### src/rtl/keypad_entry_ctrl.sv
// keypad_entry_ctrl: 4x4 keypad scanner with debounce, two-operand hex entry and 4-digit segment display
module keypad_entry_ctrl #(
    parameter int SCAN_TICKS   = 50000,
    parameter int SETTLE_TICKS = 8,
    parameter int DEB_SCANS    = 4
) (
    input  logic        clk,
    input  logic        rst,
    input  logic [3:0]  row,
    output logic [3:0]  col,
    input  logic        sel_op,
    input  logic        clr,
    output logic        key_valid,
    output logic [3:0]  key_code,
    output logic [15:0] num1,
    output logic [15:0] num2,
    output logic        full1,
    output logic        full2,
    output logic [31:0] hex_n
);
    localparam int TW = SCAN_TICKS > 1 ? $clog2(SCAN_TICKS) : 1;
    localparam int CW = $clog2(DEB_SCANS + 1);
    // indexed by {slot, row}, R1 first
    localparam logic [15:0][3:0] KEYMAP = {4'hD, 4'hC, 4'hB, 4'hA, 4'hE, 4'h9, 4'h6, 4'h3,
                                           4'h0, 4'h8, 4'h5, 4'h2, 4'hF, 4'h7, 4'h4, 4'h1};
    localparam logic [15:0][7:0] GLYPH = {8'h8E, 8'h86, 8'hA1, 8'hC6, 8'h83, 8'h88, 8'h90, 8'h80,
                                          8'hF8, 8'h82, 8'h92, 8'h99, 8'hB0, 8'hA4, 8'hF9, 8'hC0};

    typedef enum logic [1:0] {IDLE, ARMING, PRESSED, RELEASING} state_t;

    state_t          state;
    logic [TW-1:0]   tick;
    logic [1:0]      slot;
    logic            acc_hit, acc_bad;
    logic [3:0]      acc_code;
    logic [3:0]      cand;
    logic [CW-1:0]   cnt;
    logic [2:0]      cnt1, cnt2;
    logic [3:0]      rows_low;
    logic [1:0]      r;
    logic            one_row, sample, slot_end, scan_end, hit_now, bad_now, res_one;
    logic [3:0]      res_code;
    logic [15:0]     cur_num;
    logic [2:0]      cur_cnt;
    logic [31:0]     hex_d;

    assign col   = ~(4'b1000 >> slot);
    assign full1 = cnt1 == 3'd4;
    assign full2 = cnt2 == 3'd4;

    always_comb begin
        rows_low = ~row;
        one_row  = rows_low != 4'd0 && (rows_low & (rows_low - 4'd1)) == 4'd0;
        r        = rows_low[3] ? 2'd0 : rows_low[2] ? 2'd1 : rows_low[1] ? 2'd2 : 2'd3;
        sample   = tick == TW'(SETTLE_TICKS);
        slot_end = tick == TW'(SCAN_TICKS - 1);
        scan_end = slot_end && slot == 2'd3;
        hit_now  = sample && one_row;
        bad_now  = sample && rows_low != 4'd0 && !one_row;
        // a second single-row hit anywhere in the scan makes it ambiguous
        res_one  = (acc_hit | hit_now) && !(acc_bad | bad_now | (acc_hit & hit_now));
        res_code = hit_now ? KEYMAP[{slot, r}] : acc_code;
        cur_num  = sel_op ? num2 : num1;
        cur_cnt  = sel_op ? cnt2 : cnt1;
        hex_d    = '1;
        for (int i = 0; i < 4; i++)
            hex_d[8*i +: 8] = 3'(i) < cur_cnt ? GLYPH[cur_num[4*i +: 4]] : 8'hFF;
    end

    always_ff @(posedge clk) begin
        if (rst) begin
            tick     <= '0;
            slot     <= '0;
            acc_hit  <= 1'b0;
            acc_bad  <= 1'b0;
            acc_code <= '0;
        end else begin
            tick     <= slot_end ? '0 : tick + TW'(1);
            slot     <= slot_end ? slot + 2'd1 : slot;
            acc_hit  <= !scan_end && (acc_hit | hit_now);
            acc_bad  <= !scan_end && (acc_bad | bad_now | (acc_hit & hit_now));
            acc_code <= res_code;
        end
    end

    always_ff @(posedge clk) begin
        if (rst) begin
            state     <= IDLE;
            cand      <= '0;
            cnt       <= '0;
            key_valid <= 1'b0;
            key_code  <= '0;
        end else begin
            key_valid <= 1'b0;
            if (scan_end) begin
                case (state)
                    IDLE: if (res_one) begin
                        state <= ARMING;
                        cand  <= res_code;
                        cnt   <= CW'(1);
                    end
                    ARMING: if (!res_one) begin
                        state <= IDLE;
                    end else if (res_code != cand) begin
                        cand <= res_code;
                        cnt  <= CW'(1);
                    end else if (cnt >= CW'(DEB_SCANS - 1)) begin
                        state     <= PRESSED;
                        key_code  <= cand;
                        key_valid <= 1'b1;
                    end else begin
                        cnt <= cnt + CW'(1);
                    end
                    PRESSED: if (!res_one) begin
                        state <= RELEASING;
                        cnt   <= CW'(1);
                    end
                    RELEASING: if (res_one) begin
                        state <= PRESSED;
                    end else if (cnt >= CW'(DEB_SCANS - 1)) begin
                        state <= IDLE;
                    end else begin
                        cnt <= cnt + CW'(1);
                    end
                    default: state <= IDLE;
                endcase
            end
        end
    end

    always_ff @(posedge clk) begin
        if (rst) begin
            num1 <= '0;
            num2 <= '0;
            cnt1 <= '0;
            cnt2 <= '0;
        end else if (clr) begin
            num1 <= sel_op ? num1 : 16'd0;
            cnt1 <= sel_op ? cnt1 : 3'd0;
            num2 <= sel_op ? 16'd0 : num2;
            cnt2 <= sel_op ? 3'd0 : cnt2;
        end else if (key_valid) begin
            if (!sel_op && !full1) begin
                num1 <= {num1[11:0], key_code};
                cnt1 <= cnt1 + 3'd1;
            end
            if (sel_op && !full2) begin
                num2 <= {num2[11:0], key_code};
                cnt2 <= cnt2 + 3'd1;
            end
        end
    end

    always_ff @(posedge clk) begin
        if (rst) hex_n <= '1;
        else     hex_n <= hex_d;
    end
endmodule

### config.mk
export PLATFORM = sky130hd
export DESIGN_NAME = keypad_entry_ctrl
export DESIGN_NICKNAME = d
export VERILOG_FILES = /design/src/rtl/keypad_entry_ctrl.sv
export SDC_FILE = /design/constraint.sdc
export NUM_CORES = 1
export LEC_CHECK = 0
export ABC_AREA = 1
export CAP_MARGIN = 0
export CELL_PAD_IN_SITES_DETAIL_PLACEMENT = 1
export CELL_PAD_IN_SITES_GLOBAL_PLACEMENT = 1
export CORE_MARGIN = 1.5
export CORE_UTILIZATION = 42
export CTS_CLUSTER_DIAMETER = 30
export DETAILED_ROUTE_END_ITERATION = 6
export PLACE_DENSITY = 0.91
export RECOVER_POWER = 100
export SLEW_MARGIN = 5
export SYNTH_ARGS = -nofsm -noshare
export SYNTH_HDL_FRONTEND = slang
export SYNTH_SLANG_ARGS = --single-unit
### constraint.sdc
create_clock -name clk -period 5.2 [get_ports clk]
set_input_delay 1.04 -clock clk [delete_from_list [all_inputs] [get_ports clk]]
set_output_delay 1.04 -clock clk [all_outputs]
set_load 0.02 [all_outputs]
==> flow_results.xml <==
<?xml version="1.0" encoding="UTF-8"?>
<metrics>
  <group name="routing">
    <metric name="route.vias.total" unit="">5539</metric>
    <metric name="detail_route.iter0.violations" unit="">338</metric>
    <metric name="drt_wirelength" unit="mm">16.2</metric>
    <metric name="post_dr_vias_cell" unit="">5.25</metric>
    <metric name="antenna_left" unit="">0</metric>
    <metric name="drt-pass1-iter-count" unit="">4</metric>
    <metric name="drt-wirelength-per-cell" unit="um">15.3</metric>
    <metric name="drcViolationCount" unit="">0</metric>
  </group>
  <group name="placement">
    <metric name="routabilityCongestion" unit="">0.850</metric>
    <metric name="preCtsSetupSlack" unit="ps">1420</metric>
    <metric name="buffer_ports.inserted" unit="">78</metric>
    <metric name="place.detailed.hpwl" unit="mm">12.1</metric>
  </group>
  <group name="cts">
    <metric name="post_cts_hold_buffer_count" unit="">0</metric>
    <metric name="cts.reportedPaths.clkPinSlew" unit="ps">70</metric>
    <metric name="clock-sinks" unit="">104</metric>
    <metric name="clock_tree.htree_level_count" unit="">3</metric>
    <metric name="post_cts.resized_instances" unit="">0</metric>
    <metric name="cts_root_buf" unit="">clkbuf_16</metric>
    <metric name="tritoncts_buffers" unit="">9</metric>
    <metric name="cts.repair_timing.setup_buffer_count" unit="">0</metric>
    <metric name="cts_tree" unit="">yes</metric>
    <metric name="clk_latency" unit="ps">350</metric>
    <metric name="cts-root-to-sink-buffers" unit="">2</metric>
  </group>
  <group name="sta">
    <metric name="worst_clock_skew" unit="ps">5.73</metric>
    <metric name="clock.fmax" unit="MHz">253</metric>
    <metric name="fin_crit_sh" unit="%">75.9</metric>
    <metric name="post-route-worst-setup-slack" unit="ps">1250</metric>
    <metric name="total_negative_slack" unit="ps">0</metric>
    <metric name="final_number_of_setup_violating_endpoints" unit="">0</metric>
    <metric name="post-route-min-period" unit="ps">3950</metric>
    <metric name="rsz0062_at_grt" unit="">false</metric>
    <metric name="relSlewSlack" unit="%">25.1</metric>
    <metric name="worstMarginPinSlew" unit="ps">1120</metric>
    <metric name="number_of_endpoints_with_negative_hold_slack_in_the_final_report" unit="">0</metric>
    <metric name="slew_viol_final" unit="">0</metric>
  </group>
  <group name="floorplanning">
    <metric name="initial_utilization" unit="%">42.8</metric>
    <metric name="floorplan.die_area" unit="um2">14100</metric>
    <metric name="rows" unit="">42</metric>
    <metric name="die-height" unit="um">119</metric>
    <metric name="design.portCount" unit="">83</metric>
    <metric name="die_x" unit="um">119</metric>
    <metric name="coreArea" unit="um2">13100</metric>
  </group>
  <group name="critical_path">
    <metric name="timing.critical_path.required" unit="ps">5450</metric>
    <metric name="crit_arrival" unit="ps">4190</metric>
    <metric name="path_cells" unit="">dlygate4sd3_1 -&gt; nand2_1 -&gt; nor2_1 -&gt; clkinv_1 -&gt; nand2_1 -&gt; clkinv_1 -&gt; nand2_1 -&gt; nand2_1 -&gt; nand3_1 -&gt; nand2_1 -&gt; nor2_1 -&gt; nand3_4 -&gt; nand2_1 -&gt; clkinv_1 -&gt; nor2_1 -&gt; nor2_1</metric>
    <metric name="criticalPathCategory" unit="">in2reg</metric>
    <metric name="crit_path_end_kind" unit="">register</metric>
    <metric name="timing.critical_path.from_type" unit="">input port</metric>
    <metric name="critical-path-top-cell-by-count" unit="">nand2_1</metric>
    <metric name="critical_path.max_fanout" unit="">10</metric>
    <metric name="slowest_cp_cell" unit="">dlygate4sd3_1</metric>
    <metric name="crit_path_max_incr_delay" unit="ps">750</metric>
  </group>
  <group name="logic_synthesis">
    <metric name="synth_async_sr_flop_share" unit="%">0</metric>
    <metric name="post_synth_instance_area" unit="um2">5630</metric>
    <metric name="ys_ff_latch" unit="">104</metric>
    <metric name="synth_top_flop_cell" unit="">dfxtp_1</metric>
    <metric name="ys_seq_area_share" unit="%">37.0</metric>
    <metric name="post-synth-top-area-fraction" unit="%">37.0</metric>
    <metric name="avgSynthCellArea" unit="um2">7.01</metric>
    <metric name="syn-instance-count" unit="">803</metric>
    <metric name="yosysWarnings" unit="">0</metric>
    <metric name="synthDistinctLibCells" unit="">43</metric>
    <metric name="synth_largest_area_cell" unit="">dfxtp_1</metric>
    <metric name="netlist_top_cells_area" unit="">dfxtp_1, nand2_1, ha_1</metric>
    <metric name="synth_commonest_cells" unit="">nand2_1, dfxtp_1, inv_1</metric>
    <metric name="number_of_enable_type_register_cells_in_the_synthesized_netlist" unit="">0</metric>
    <metric name="synthMostInstantiatedCell" unit="">nand2_1</metric>
  </group>
  <group name="grt">
    <metric name="grt_antenna_before_repair" unit="">0</metric>
    <metric name="grt.overflow.total" unit="">0</metric>
    <metric name="grt_first_pass_wirelength" unit="mm">27.3</metric>
    <metric name="grt_start_max_net_pins" unit="">39</metric>
    <metric name="first_global_vias" unit="">5551</metric>
    <metric name="globalRouteTotalUtil" unit="%">23.7</metric>
  </group>
  <group name="power_and_ir_drop">
    <metric name="internal-power" unit="mW">1.28</metric>
    <metric name="power-per-cell-area" unit="nW/um2">256</metric>
    <metric name="switchingPower" unit="uW">463</metric>
    <metric name="p_seq_share" unit="%">47.8</metric>
    <metric name="vdd_ir_drop_max" unit="mV">0.142</metric>
    <metric name="comb_power_share" unit="%">12.7</metric>
    <metric name="power.leakage" unit="nW">2.95</metric>
    <metric name="power.switching_fraction" unit="%">26.6</metric>
    <metric name="clockPowerShare" unit="%">39.6</metric>
  </group>
  <group name="flow_run">
    <metric name="max_cap_viols" unit="">0</metric>
  </group>
  <group name="final_layout">
    <metric name="final_layout_size_suffix_gt1_share" unit="%">6.37</metric>
    <metric name="syn_to_final_growth" unit="%">20.7</metric>
    <metric name="num_antenna_cells" unit="">0</metric>
    <metric name="fin_nets" unit="">919</metric>
  </group>
  <group name="worst_hold_path">
    <metric name="hp-class" unit="">reg2reg</metric>
  </group>
  <group name="status">
    <metric name="outcome" unit="">finished, final reports clean</metric>
  </group>
</metrics>
-- placed cells by master (no fill, tap or decap), types with 5 or more instances in the layout --
cell type and n:
o21ai_0 46, nand2_1 186, nor3_1 10, inv_2 5, o211ai_1 8, or2_2 15
ha_1 36, a211oi_1 7, nand3_1 76, inv_1 87, clkinv_1 8, dlygate4sd3_1 75
nor2_1 78, a21oi_1 62, clkbuf_16 9, nand2_2 10, dfxtp_1 104
-- layer usage --
layer | share of wire [%] | vias to the layer above | routed length [um] | global-route usage, %
met5 | 0 | - | 0 | 0
met4 | 1.0 | 0 | 167 | 7.08
met3 | 4.2 | 15 | 681 | 2.94
met2 | 50 | 106 | 8090 | 42.4
met1 | 45 | 2682 | 7220 | 29.7
li1 | - | 2736 | - | -
-- sequential cells by signal, summed over array words and instances (netlist names), named ones only --
register   cells
key_valid      1
acc_code       4
hex_n         28
cnt            3
acc_bad        1
acc_hit        1
cnt1           3
num1          16
cnt2           3
slot           2
tick          16
state          1
num2          16
cand           4
key_code       4
-- worst max-delay path, delay by kind of cell --
family	cells	cell delay [ps]
and+or+nand+nor	12	2070
buffers and inverters	4	1090
-- power by group through the flow --
stage | combinational, mW | clock, mW | sequential [mW]
after floorplan | 0.125 | 0 | 0.869
after global placement | 0.219 | 0 | 0.849
after detailed placement | 0.227 | 0 | 0.850
after CTS | 0.231 | 0.696 | 0.832
after global routing | 0.243 | 0.735 | 0.833
final | 0.220 | 0.688 | 0.831
-- kinds of logic after synthesis --
kind of cell    Yosys count  share of synthesized area (%)
buf+inv                 124                           8.65
simple gates            396                           32.0
compound gates          139                           13.8
xor+xnor                  3                          0.467
fa+ha+maj                36                           8.00
flops                   104                           37.0
other cells               1                         0.0666
-- per-stage QoR --
stage                     cell area [um2]  total power [mW]  std cells  utilization, %  hold WS [ps]
final                                6790              1.74       1055            51.7           492
after global routing                 6790              1.81       1055            51.7           515
after CTS                            6850              1.76       1055            52.1           491
after detailed placement             6560              1.08       1040            49.9           480
after global placement               6560              1.07       1040            49.9           460
after floorplan                      5640             0.994        806               -           441
-- area by class of cell --
cell class              count  area, um2
well taps                 176        220
flip-flops and latches    104       2080
multi-input cells         578       3020
clock buffers              12        246
fillers                  1728       6340
clock inverters             3       42.5
repair buffers             82        803
inverters                 100        375
-- final timing paths --
kind / startpoint / to / slack [ps] / cells after the start
hold / removal: num1[15] / num1[15] / 490 / 2
setup / recovery: row[3] / cand[3] / 1250 / 16
hold reg to reg: num1[15] / num1[15] / 490 / 2
setup reg to reg: cnt2[1] / num2[2] / 2230 / 9
No activity file was read; power rests on OpenSTA's default activity.
